**config.mk**
```make
export PLATFORM = sky130hd
export DESIGN_NAME = full_mask_stats
export DESIGN_NICKNAME = d
export VERILOG_FILES = /design/src/rtl/full_mask_stats.sv
export SDC_FILE = /design/constraint.sdc
export NUM_CORES = 1
export LEC_CHECK = 0
export BUFFER_PORTS_ARGS = -buffer_cell sky130_fd_sc_hd__buf_2
export CORE_MARGIN = 5
export CORE_UTILIZATION = 52
export CTS_CLUSTER_DIAMETER = 120
export DETAILED_ROUTE_END_ITERATION = 12
export HOLD_SLACK_MARGIN = 0.06
export PLACE_DENSITY = 0.69
export SYNTH_ARGS = -nofsm -noshare
export SYNTH_HDL_FRONTEND = slang
export SYNTH_SLANG_ARGS = --single-unit
```
**constraint.sdc**
```tcl
create_clock -name clk -period 6.3 [get_ports clk]
set_clock_uncertainty 0.15 [all_clocks]
set_input_delay 0.945 -clock clk [delete_from_list [all_inputs] [get_ports clk]]
set_output_delay 0.945 -clock clk [all_outputs]
set_load 0.02 [all_outputs]
```
**src/rtl/full_mask_stats.sv**
```systemverilog
// Per-frame statistics of flagged (flame-colour) pixels: count, bounding box,
// empty flag and a hot-frame streak alarm, published one cycle after eof.
module full_mask_stats #(
  parameter int XW     = 11,
  parameter int YW     = 11,
  parameter int CW     = 22,
  parameter int CONSEC = 3
) (
  input  logic          clk,
  input  logic          reset,
  input  logic          pix_valid,
  input  logic          sof,
  input  logic          eol,
  input  logic          eof,
  input  logic          full,
  input  logic [CW-1:0] thresh,
  output logic          stat_valid,
  output logic [CW-1:0] stat_count,
  output logic [XW-1:0] x_min,
  output logic [XW-1:0] x_max,
  output logic [YW-1:0] y_min,
  output logic [YW-1:0] y_max,
  output logic          stat_empty,
  output logic          alarm,
  output logic          frame_err
);

  typedef enum logic {S_IDLE, S_ACTIVE} state_t;
  state_t r_state, w_next;

  logic [XW-1:0] r_x, r_xmin, r_xmax;
  logic [YW-1:0] r_y, r_ymin, r_ymax;
  logic [CW-1:0] r_cnt, r_thresh;
  logic [3:0]    r_streak;

  logic          w_take, w_pub, w_err, w_first, w_hot;
  logic [XW-1:0] w_cx, w_nx, w_xmin, w_xmax;
  logic [YW-1:0] w_cy, w_ny, w_ymin, w_ymax;
  logic [CW-1:0] w_bcnt, w_cnt, w_thr;
  logic [3:0]    w_streak;

  // A pixel belongs to a frame if it starts one or arrives while one is open.
  assign w_take = pix_valid && (sof || r_state == S_ACTIVE);
  assign w_pub  = w_take && eof;
  assign w_err  = pix_valid && ((sof && r_state == S_ACTIVE) ||
                                (eof && !sof && r_state == S_IDLE));

  // sof restarts accumulation with this pixel as the first sample.
  assign w_cx    = sof ? '0 : r_x;
  assign w_cy    = sof ? '0 : r_y;
  assign w_bcnt  = sof ? '0 : r_cnt;
  assign w_thr   = sof ? thresh : r_thresh;
  assign w_first = (w_bcnt == '0);
  assign w_cnt   = (full && w_bcnt != '1) ? w_bcnt + 1'b1 : w_bcnt;

  assign w_xmin = (full && (w_first || w_cx < r_xmin)) ? w_cx : r_xmin;
  assign w_xmax = (full && (w_first || w_cx > r_xmax)) ? w_cx : r_xmax;
  assign w_ymin = (full && (w_first || w_cy < r_ymin)) ? w_cy : r_ymin;
  assign w_ymax = (full && (w_first || w_cy > r_ymax)) ? w_cy : r_ymax;

  assign w_nx = eol ? '0 : ((w_cx == '1) ? w_cx : w_cx + 1'b1);
  assign w_ny = (eol && w_cy != '1) ? w_cy + 1'b1 : w_cy;

  assign w_hot    = (w_cnt >= w_thr);
  assign w_streak = !w_hot ? 4'd0 :
                    (r_streak >= 4'(CONSEC)) ? 4'(CONSEC) : r_streak + 4'd1;

  always_comb begin
    w_next = r_state;
    if (w_take) w_next = eof ? S_IDLE : S_ACTIVE;
  end

  always_ff @(posedge clk) begin
    if (reset) r_state <= S_IDLE;
    else       r_state <= w_next;
  end

  always_ff @(posedge clk) begin
    if (reset) begin
      r_x        <= '0;
      r_y        <= '0;
      r_cnt      <= '0;
      r_thresh   <= '0;
      r_xmin     <= '0;
      r_xmax     <= '0;
      r_ymin     <= '0;
      r_ymax     <= '0;
      r_streak   <= '0;
      stat_valid <= 1'b0;
      stat_count <= '0;
      x_min      <= '0;
      x_max      <= '0;
      y_min      <= '0;
      y_max      <= '0;
      stat_empty <= 1'b0;
      alarm      <= 1'b0;
      frame_err  <= 1'b0;
    end else begin
      stat_valid <= w_pub;
      frame_err  <= w_err;
      if (w_take) begin
        r_x      <= w_nx;
        r_y      <= w_ny;
        r_cnt    <= w_cnt;
        r_thresh <= w_thr;
        r_xmin   <= w_xmin;
        r_xmax   <= w_xmax;
        r_ymin   <= w_ymin;
        r_ymax   <= w_ymax;
      end
      if (w_pub) begin
        stat_count <= w_cnt;
        stat_empty <= (w_cnt == '0);
        // An empty frame reports a zero bounding box, not stale extents.
        x_min      <= (w_cnt == '0) ? '0 : w_xmin;
        x_max      <= (w_cnt == '0) ? '0 : w_xmax;
        y_min      <= (w_cnt == '0) ? '0 : w_ymin;
        y_max      <= (w_cnt == '0) ? '0 : w_ymax;
        r_streak   <= w_streak;
        alarm      <= (w_streak == 4'(CONSEC));
      end
    end
  end

endmodule

```
==> reports/qor.csv <==
stage;metric;value;unit
clocking;cts-resized-gates;0;
yosys;synth_area_leaders;dfxtp_1 36%, mux2i_1 9.7%, ha_1 8.4%, o31ai_2 4.9%, nor2_1 4.8%;
yosys;synth_warnings;0;
hold_path;min_path_type;flop to flop;
timing;setup_viol;0;
timing;setup-tns-final;0;ns
flow_run;maxCapViolations;0;
global_routing;grt_max_degree;87;
global_routing;grt_pass1_wl;41080;um
setup_path;end_kind;flop;
power;switching_share;0.2635;
global_routing;antenna_found_initial;0;
yosys;synth_top_area_frac;0.3619;
timing;setup_ws;1.562;ns
setup_path;startpoint_type;input pin;
timing;rsz0062_at_grt;false;
yosys;synth.avg_cell_area;8.808;um2
yosys;synth_edf_count;0;
placed_design;pre_cts_slack;1.130;ns
power;seqPwrFrac;0.467;
clocking;htree_levels;4;
routing;dr.pass1.iters;5;
clocking;cts_made_buffers;17;
yosys;synth_most_common_cell;dfxtp_1;
floorplan;rows;51;
clocking;tritoncts;done;
setup_path;cp_data_arrival_time;4.89;ns
global_routing;grt_pass1_vias;8075;
layout;nFillCells;1808;
setup_path;r2r_setup_slack;1.77;ns
layout;top_regs;r_cnt x22, r_thresh x22, stat_count x22;
routing;wl_per_cell;16.78;um
setup_path;r2r-end;alarm$_SDFFE_PP0P_;
setup_path;worstRegToRegCells;15;
yosys;netlist_instances;1162;
floorplan;fp.dieArea;22590;um2
yosys;yosys-top-cells-count;185 x dfxtp_1, 131 x nor2_1, 115 x nand2_1;
layout;area_growth;12.41;%
clocking;cts-root-buf;clkbuf_16;
hold_path;hold_end;y_max[10]$_SDFFE_PP0P_;
global_routing;track_usage;0.2252;
clocking;ctsHoldBuffers;0;
timing;drv_slew;0;
clocking;clkLatencyLatePin;0.43;ns
floorplan;die_y;150.3;um
timing;fmax;211.1;MHz
hold_path;hold_depth;2;
timing;maxSlewHeadroom;0.3545;
clocking;cts_setup_buffers;0;
setup_path;cp.required;6.45;ns
clocking;clockBufferDepth;2;
clocking;cts.clk_slew.worst_paths;0.07;ns
power;p_comb_frac;0.111;
yosys;synth_area_leader_cell;dfxtp_1;
routing;vias;8452;
layout;final_nets;1318;
routing;ant_nets;0;
layout;drive_above_1_share;0.1695;
clocking;numClockSinks;185;
power;powerDensity;226.5;nW/um2
routing;viasPerCell;5.642;
floorplan;io-pin-count;99;
yosys;syn-num-nets;1260;
timing;period_needed;4.738;ns
routing;first_iter_violations;606;
placed_design;numPortBuffers;98;
placed_design;dpl.hpwl;17450;um
yosys;synth_ff_type;dfxtp_1;
hold_path;min-delay-start;y_max[10]$_SDFFE_PP0P_;
timing;timing.final.crit_share;0.7520;
power;peakVddDrop;0.0001886;V
yosys;async_reset_ff_frac;0;
power;p_int;1.919;mW
yosys;yosysSeqAreaShare;0.3619;
setup_path;path_max_fanout;52;
floorplan;start_util;0.5276;
layout;antennaDiodeCount;0;
outcome;outcome;complete, no violations;
timing;hold_viol_final;0;
placed_design;gp_congestion;0.8932;
yosys;synth_area;10230;um2
floorplan;die_x;150.3;um
routing;drc_errors;0;
setup_path;rr_startpoint;r_cnt[0]$_SDFFE_PP0P_;
power;power_leakage;4.751;nW
yosys;synth_cell_types;65;
floorplan;design.core.area;19400;um2
power;p_sw;0.6867;mW
power;p_clk_frac;0.422;
timing;tightestPinTransition;0.9602;ns
setup_path;criticalPathCategory;input pin to flop;
global_routing;overflow;0;
yosys;ys_ff_latch;185;
routing;wl;25140;um
[cell type report]
type,count,area [um2],area share
well taps,265,331.6,0.02882
repair buffers,118,645.6,0.05612
multi-input cells,844,6017,0.5230
flip-flops and latches,185,3704,0.3219
inverters,54,202.7,0.01762
clock inverters,12,137.6,0.01196
clock buffers,20,466.7,0.04057
[metrics by stage]
stage | total power, mW | instances | hold WS (ns) | instance area [um2] | utilization
finish | 2.606 | 1498 | 0.3013 | 11500 | 0.5931
global route | 2.709 | 1498 | 0.3307 | 11500 | 0.5931
CTS | 2.628 | 1498 | 0.3075 | 11500 | 0.5931
detailed placement | 1.532 | 1466 | 0.2918 | 10900 | 0.5619
global placement | 1.529 | 1466 | 0.2821 | 10900 | 0.5619
floorplan | 1.460 | 1162 | 0.2791 | 10230 | -
[cells by family after synthesis]
group,share of synthesized area
xor gates and xnor gates,0.02384
DFF,0.3619
adders and majority gates,0.08435
AOI/OAI and AO/OA,0.1853
buffers and inverters,0.05244
muxes,0.1012
and+or+nand+nor,0.1910
[power groups by stage]
stage                     sequential (mW)  clock, mW  combinational, mW
after CTS                            1.22       1.12              0.293
final                                1.22       1.10              0.290
after global placement               1.24          0              0.287
after detailed placement             1.24          0              0.290
after global routing                 1.22       1.17              0.321
after floorplan                      1.24          0              0.223
[how the worst max path moves through the flow]
stage,start,endpoint,cells past startpoint
after floorplan,sof,alarm$_SDFFE_PP0P_,22
after global placement,sof,alarm$_SDFFE_PP0P_,15
after detailed placement,sof,alarm$_SDFFE_PP0P_,15
after CTS,sof,alarm$_SDFFE_PP0P_,15
after global routing,sof,r_streak[1]$_SDFFE_PP0P_,15
final,sof,alarm$_SDFFE_PP0P_,15
[critical path: stages]
cell,delay (ns)
buf_4,0.14
buf_4,0.29
nand4b_2,0.38
nor4_2,0.85
a2111oi_0,0.28
xnor2_1,0.41
ha_1,0.33
a21o_1,0.18
a21o_1,0.17
a21oi_1,0.14
nor2_1,0.05
a211oi_1,0.23
a21oi_1,0.13
nor2_1,0.24
o21ai_0,0.12
[metal layers]
| metal | share of wire | GRT usage |
|---|---|---|
| met1 | 0.46 | 0.2990 |
| met2 | 0.48 | 0.3786 |
| met3 | 0.037 | 0.03913 |
| met4 | 0.016 | 0.06084 |
| met5 | 0 | 0 |
[cells in the final DEF (no fill, tap or decap), types with 5 or more instances in the layout]
master and count:
dfxtp_1 185, nor2_1 131, nand2_1 115, mux2i_1 99, buf_2 96, ha_1 69
inv_1 53, a21oi_1 49, a211oi_1 45, o31ai_2 40, nor2b_1 32, o21ai_0 28
buf_4 22, xnor2_1 20, nor3_1 19, nand4_1 18, a22o_1 18, a21o_1 18
clkbuf_16 17, nand3_1 16, nand2b_1 15, and3_1 10, nor4_1 8, a22oi_1 7
xor2_1 6, and4b_1 5, o21a_1 5, o31ai_1 5
Power figures use the tool's default switching activity.
